==> src/rtl/uart_parity_engine.sv <==
// uart_parity_engine: parity generator/checker for UART TX (parallel word) and RX (serial bits)
module uart_parity_engine #(
    parameter int DATA_WIDTH = 8,
    parameter int LEN_W      = $clog2(DATA_WIDTH + 1)
) (
    input  logic                  CLK,
    input  logic                  RST,
    input  logic                  PAR_EN,
    input  logic [1:0]            PAR_TYP,
    input  logic [LEN_W-1:0]      DATA_LEN,
    input  logic                  load,
    input  logic [DATA_WIDTH-1:0] P_DATA,
    input  logic                  start,
    input  logic                  bit_vld,
    input  logic                  bit_in,
    input  logic                  chk_vld,
    input  logic                  rx_par_bit,
    output logic                  busy,
    output logic                  par_valid,
    output logic                  par_bit,
    output logic                  par_err
);
    typedef enum logic [1:0] {IDLE, ACCUM, DONE} state_t;

    localparam logic [LEN_W-1:0] FULL_LEN = LEN_W'(DATA_WIDTH);

    state_t           state_q;
    logic             en_q;
    logic [1:0]       typ_q;
    logic [LEN_W-1:0] len_q;
    logic [LEN_W-1:0] cnt_q;
    logic             acc_q;
    logic             err_q;
    logic [LEN_W-1:0] len_d;
    logic [LEN_W-1:0] cnt_d;
    logic             xor_d;
    logic             par_w;

    // clamp the requested length and fold the parallel word down to its parity
    always_comb begin
        len_d = (DATA_LEN == '0 || DATA_LEN > FULL_LEN) ? FULL_LEN : DATA_LEN;
        cnt_d = cnt_q + LEN_W'(1);
        xor_d = 1'b0;
        for (int i = 0; i < DATA_WIDTH; i++)
            if (i < int'(len_d))
                xor_d = xor_d ^ P_DATA[i];
        par_w = (state_q == DONE) && en_q &&
                (typ_q == 2'b00 ? acc_q : typ_q == 2'b01 ? ~acc_q : typ_q == 2'b10);
    end

    // frame FSM: commands abort any work, serial bits accumulate, checks set a sticky error
    always_ff @(posedge CLK) begin
        if (!RST) begin
            state_q <= IDLE;
            en_q    <= 1'b0;
            typ_q   <= 2'b00;
            len_q   <= FULL_LEN;
            cnt_q   <= '0;
            acc_q   <= 1'b0;
            err_q   <= 1'b0;
        end else if (load || start) begin
            en_q    <= PAR_EN;
            typ_q   <= PAR_TYP;
            len_q   <= len_d;
            cnt_q   <= '0;
            err_q   <= 1'b0;
            acc_q   <= load && PAR_EN && xor_d;
            state_q <= !PAR_EN ? IDLE : load ? DONE : ACCUM;
        end else begin
            case (state_q)
                ACCUM: if (bit_vld) begin
                    acc_q <= acc_q ^ bit_in;
                    cnt_q <= cnt_d;
                    if (cnt_d == len_q)
                        state_q <= DONE;
                end
                DONE: if (chk_vld && rx_par_bit != par_w)
                    err_q <= 1'b1;
                default: ;
            endcase
        end
    end

    assign busy      = state_q == ACCUM;
    assign par_valid = state_q == DONE;
    assign par_bit   = par_w;
    assign par_err   = err_q;
endmodule

==> config.mk <==
export PLATFORM = sky130hd
export DESIGN_NAME = uart_parity_engine
export DESIGN_NICKNAME = d
export VERILOG_FILES = /design/src/rtl/uart_parity_engine.sv
export SDC_FILE = /design/constraint.sdc
export NUM_CORES = 1
export LEC_CHECK = 0
export ABC_AREA = 1
export CAP_MARGIN = 15
export CELL_PAD_IN_SITES_DETAIL_PLACEMENT = 0
export CELL_PAD_IN_SITES_GLOBAL_PLACEMENT = 1
export CORE_UTILIZATION = 31
export DETAILED_ROUTE_END_ITERATION = 12
export PLACE_DENSITY_LB_ADDON = 0.15
export SYNTH_ARGS = -nofsm -noshare
export SYNTH_HDL_FRONTEND = slang
export SYNTH_SLANG_ARGS = --single-unit
==> constraint.sdc <==
create_clock -name CLK -period 1.8 [get_ports CLK]
set_input_delay 0.54 -clock CLK [delete_from_list [all_inputs] [get_ports CLK]]
set_output_delay 0.54 -clock CLK [all_outputs]
set_load 0.005 [all_outputs]
==> results of run 1 <==
## per-stage QoR
stage,hold WS [ps],setup slack (ps),std cells,area (um^2)
finish,458,94.5,219,1380
global route,480,-13.8,219,1380
CTS,460,3.17,219,1350
detailed placement,440,-335,215,1320
global placement,438,-308,215,1320
floorplan,420,342,144,918
## final timing paths
kind                                             from                       to  slack (ps)  depth (start not counted)
worst max-delay path            typ_q[1]$_SDFFE_PN0P_                  par_bit          90                          5
worst min-delay path             par_err$_SDFFE_PP0P_     par_err$_SDFFE_PP0P_         460                          2
worst max register to register  cnt_q[0]$_SDFFE_PP0P_  state_q[1]$_SDFFE_PN0P_         180                          6
worst min register to register   par_err$_SDFFE_PP0P_     par_err$_SDFFE_PP0P_         460                          2
## layout by cell type (no fill, tap or decap)
cell type,Yosys,routed
a21oi_1,6,5
a21oi_2,1,2
buf_2,0,1
buf_4,0,14
clkbuf_1,0,1
clkbuf_4,0,3
clkdlybuf4s50_1,0,19
dfxtp_1,15,12
dfxtp_2,0,3
dlygate4sd2_1,0,4
dlymetal6s2s_1,0,2
ha_1,1,1
inv_1,25,24
inv_2,1,2
nand2_1,35,35
nand2_2,3,3
nand3_1,18,16
nand3_2,0,2
nand4_1,3,3
nor2_1,12,10
nor2_2,1,1
nor2_4,0,2
nor4_1,1,1
o21ai_0,10,10
o22ai_1,1,1
o32ai_1,1,1
xnor2_1,3,3
xor2_1,7,7
## flip-flops by register name (all words and copies together) (netlist names)
register / cells
cnt_q: 4
len_q: 4
state_q: 2
typ_q: 2
en_q: 1
par_err: 1
acc_q: 1
## power by group
part | switching, uW | total, uW | internal [uW] | leakage [uW]
clock | 118 | 205 | 86.6 | 0.0000150
combinational | 92.4 | 196 | 104 | 0.000535
sequential | 7.90 | 354 | 346 | 0.000124
## kinds of logic (layout without fill, tap and decap cells)
kind of cell | count (synthesis) | count (layout) | synth area share, %
xor gates and xnor gates | 10 | 10 | 9.54
buffers and inverters | 26 | 70 | 10.6
adders and majority gates | 1 | 1 | 1.36
DFF | 15 | 15 | 32.7
and+or+nand+nor | 73 | 73 | 34.5
AOI/OAI and AO/OA | 19 | 19 | 11.3
## final cells by class
class	instances	area (um^2)
Multi-Input combinational cell	103	549
Clock buffer	4	26.3
Sequential cell	15	304
Fill cell	302	1410
Tap cell	31	38.8
Inverter	26	97.6
Timing Repair Buffer	40	360
## critical path, cell delays in order, from the launching register on
cell,delay [ps]
dfxtp_2,330
nor2_2,110
xor2_1,170
nand3_1,110
inv_1,60
buf_2,100
## layer usage
layer	GRT usage [%]	up-vias
met5	0	-
met4	11.5	0
met3	1.84	5
met2	28.1	24
met1	18.2	438
li1	-	546
## repair_timing
item	CTS	global route
gates resized for setup	12	9
endpoints found under the hold margin	0	0
endpoints found under the setup margin	4	2
pin swaps	4	5
==> qor.yml, run 1 <==
cts_tree: "built"
synthTopCellsByArea: "dfxtp_1, nand2_1, inv_1"
top_layer_used: "met4"
worstSetupEndpointType: "output port"
cts_inserted_buffers: 3
cts_setup_buffers: 0
clock-sinks: 15
outcome: "finished, final reports clean"
crit_arrival_ps: 1170
drc_errors: 0
fin_crit_ps: 1710
vias: 1013
ant_nets: 0
ys_warn_count: 0
syn_area_um2: 918
setup_tns_ps: 0
antenna_cells: 0
ys_ff_latch: 15
grt_max_degree: 9
start_util_pct: 33.0
antenna_found_initial: 0
grt_pass1_vias: 1017
grt_setup_unrepaired: "yes"
synth_ff_type: "dfxtp_1"
ir_drop_v: 0.000352
portBuffers: 26
p_leak_uw: 0.000673
worst_pin_slew_ps: 393
std_cell_rows: 19
syn_nets: 168
crit_required_ps: 1260
postSynthCellCount: 144
worst_clock_skew_ps: 2.41
p_total_uw: 755
die_area_um2: 3180
synth-edff-count: 0
critPathKind: "flop to output port"
synth.distinct_cells: 18
die_x_um: 56.4
synth_area_per_cell_um2: 6.38
async_flop_share_pct: 0
wl_per_cell_um: 10.2
overflow: 0
clockBufferDepth: 2
place_congestion: 0.709
maxSlewHeadroom_pct: 73.6
fmaxAchievable_mhz: 586
drive_gt1_share_pct: 17.6
clk_latency_ps: 300
post-route-period-util_pct: 94.8
num-nets-final: 213
synth_area_leader_cell: "dfxtp_1"
fp.dieH_um: 56.4
viasPerCell: 4.63
finalHoldViolations: 0
dr_wl_met3_um: 87
cts.clk_slew.worst_paths_ps: 90
drv_cap: 0
drt_iter0_markers: 26
critPathMaxFanout: 2
drt-total-wl_um: 2230
htreeDepth: 1
syn_to_final_growth_pct: 49.9
synth_top_area_share_pct: 32.7
io_pins: 27
crit_path_start_kind: "flop"
grt_pass1_wl_um: 3970
fin_util_pct: 49.5
groute.usage.overall_pct: 16.2
hp-class: "flop to flop"
cts_hold_buf: 0
yosysMostFrequentCell: "nand2_1"
met1_length_um: 997
setup_viol: 0
power_density_nw_per_um2: 549
synthTopCellsByCount: "nand2_1, inv_1, nand3_1"
wl_met2_um: 1060
coreArea_um2: 2780
drv_slew: 0
seq_area_frac_synth_pct: 32.7
hpwl_um: 1800
root_buffer: "clkbuf_4"
dr.pass1.iters: 4
No activity file was read; power rests on OpenSTA's default activity.
==> inputs of run 2 (changes only) <==
- CORE_MARGIN: unset -> 2
==> run 2 against run 1 <==
Clock skew grew 9.1 ps. Fmax is essentially flat. Global-route usage shrank 2.2 points. Final cell count grew 0.91%. Critical path type unchanged. Critical endpoint unchanged. Largest cell class unchanged. Highest routed layer unchanged.
==> qor.yml, run 2 (synthesis results as in run 1) <==
antenna_cells: 0  # unchanged
fmaxAchievable_mhz: 586  # about the same
grt_setup_unrepaired: "no"  # was yes
worst_pin_slew_ps: 359  # was 393 ps
drive_gt1_share_pct: 19.5  # was 17.6%
reg2regPathDepth: 6  # unchanged
p_leak_uw: 0.000679  # was 0.000673 uW
wl_per_cell_um: 9.90  # was 10.2 um
endpoint: "par_bit"  # unchanged
final_common_cell: "nand2_1"  # unchanged
setup_viol: 0  # unchanged
fin_crit_ps: 1710  # about the same
hpwl_um: 1780  # was 1800 um
vias: 1015  # was 1013
overflow: 0  # unchanged
grt_pass1_wl_um: 3660  # was 3970 um
hold_ws_ps: 454  # was 458 ps
fin_util_pct: 50.1  # was 49.5%
ir_drop_v: 0.000334  # was 0.000352 V
std_cell_rows: 19  # unchanged
crit_path_start_kind: "flop"  # unchanged
drv_cap: 0  # unchanged
critPathKind: "flop to output port"  # unchanged
mostFrequentLayoutCells: "nand2_1, inv_1, clkdlybuf4s50_1, nand3_1, buf_4"  # unchanged
grt_max_degree: 10  # was 9
reg2reg_slack_ps: 190  # was 180 ps
ant_nets: 0  # unchanged
groute.usage.overall_pct: 14.0  # was 16.2%
r2r_end: "state_q[1]$_SDFFE_PN0P_"  # unchanged
clock-sinks: 15  # unchanged
power_density_nw_per_um2: 538  # was 549 nW/um^2
place_congestion: 0.754  # was 0.709
cts_hold_buf: 0  # unchanged
grt_pass1_vias: 941  # was 1017
root_buffer: "clkbuf_4"  # unchanged
fp.dieH_um: 58.4  # was 56.4 um
worstSetupEndpointType: "output port"  # unchanged
finalHoldViolations: 0  # unchanged
fin_ws_ps: 93.4  # was 94.5 ps
syn_to_final_growth_pct: 51.8  # was 49.9%
clk_latency_ps: 290  # was 300 ps
r2r_start: "cnt_q[0]$_SDFFE_PP0P_"  # unchanged
worst_clock_skew_ps: 11.5  # was 2.41 ps
setup_tns_ps: 0  # unchanged
cts_inserted_buffers: 3  # unchanged
fillers: 286  # was 302
drt_iter0_markers: 20  # was 26
outcome: "finished, final reports clean"  # unchanged
die_area_um2: 3410  # was 3180 um^2
clockBufferDepth: 2  # unchanged
hp-class: "flop to flop"  # unchanged
dr.pass1.iters: 4  # unchanged
drc_errors: 0  # unchanged
start_util_pct: 33.0  # unchanged
io_pins: 27  # unchanged
register_area_um2: 304  # unchanged
coreArea_um2: 2780  # unchanged
antenna_found_initial: 0  # unchanged
maxSlewHeadroom_pct: 75.9  # was 73.6%
reg_top3: "cnt_q x4, len_q x4"  # unchanged
drv_slew: 0  # unchanged
multi_input_area_um2: 554  # was 549 um^2
critPathMaxFanout: 2  # unchanged
crit_required_ps: 1260  # about the same
crit_start: "acc_q$_SDFFE_PN0P_"  # was typ_q[1]$_SDFFE_PN0P_
dp_worst_setup_slack_ps: -337  # was -335 ps
num-nets-final: 215  # was 213
crit_arrival_ps: 1170  # about the same
drt-total-wl_um: 2190  # was 2230 um
viasPerCell: 4.59  # was 4.63
portBuffers: 26  # unchanged
cts_tree: "built"  # unchanged
post-route-period-util_pct: 94.8  # about the same
htreeDepth: 1  # unchanged
die_x_um: 58.4  # was 56.4 um
cts.clk_slew.worst_paths_ps: 100  # was 90 ps
==> run 2: layout make-up <==
cell class,count,share of cell area [%]
flip-flops and latches,15,21.8
multi-input cells,103,39.8
inverters,26,7.00
clock inverters,1,0.359
clock buffers,3,1.62
repair buffers,42,26.7
well taps,31,2.78
==> run 2: repair_timing <==
item | in CTS | in global routing
gates resized for setup | 15 | 6
pin swaps | 4 | 4
buffers inserted | 3 | 0
setup endpoints to repair | 4 | 2
==> run 2: worst min-delay path by stage <==
| stage | endpoint | start | cells after the start |
|---|---|---|---|
| finish | par_err$_SDFFE_PP0P_ | par_err$_SDFFE_PP0P_ | 2 |
| global route | par_err$_SDFFE_PP0P_ | par_err$_SDFFE_PP0P_ | 2 |
| CTS | par_err$_SDFFE_PP0P_ | par_err$_SDFFE_PP0P_ | 2 |
| detailed placement | typ_q[1]$_SDFFE_PN0P_ | typ_q[1]$_SDFFE_PN0P_ | 2 |
| global placement | typ_q[1]$_SDFFE_PN0P_ | typ_q[1]$_SDFFE_PN0P_ | 2 |
| floorplan | typ_q[1]$_SDFFE_PN0P_ | typ_q[1]$_SDFFE_PN0P_ | 2 |
==> run 2: worst max-delay path, cell delays in order, from the launching register on <==
cell and delay, ps:
dfxtp_2 330, nor2_2 140, xor2_2 170, nand3_2 100
inv_1 60, buf_2 100
==> run 2: power by group <==
part	internal, uW	switching (uW)
Combinational	105	94.1
Clock	82.5	113
Sequential	346	8.43
Total	534	215
==> run 2: metrics by stage <==
step                cell area [um^2]  instances  total power (uW)
global route                    1390        221               804
floorplan                        918        144               451
CTS                             1380        222               756
finish                          1390        221               749
global placement                1320        215               550
detailed placement              1320        215               554
==> run 2: layer usage <==
layer | wire [um] | GRT usage [%] | vias up | part of all wire, %
met5 | 0 | 0 | - | 0
met4 | 27 | 5.98 | 0 | 1.2
met3 | 95 | 2.64 | 2 | 4.3
met2 | 1050 | 24.9 | 23 | 48
met1 | 1010 | 16.3 | 438 | 46
li1 | - | - | 552 | -
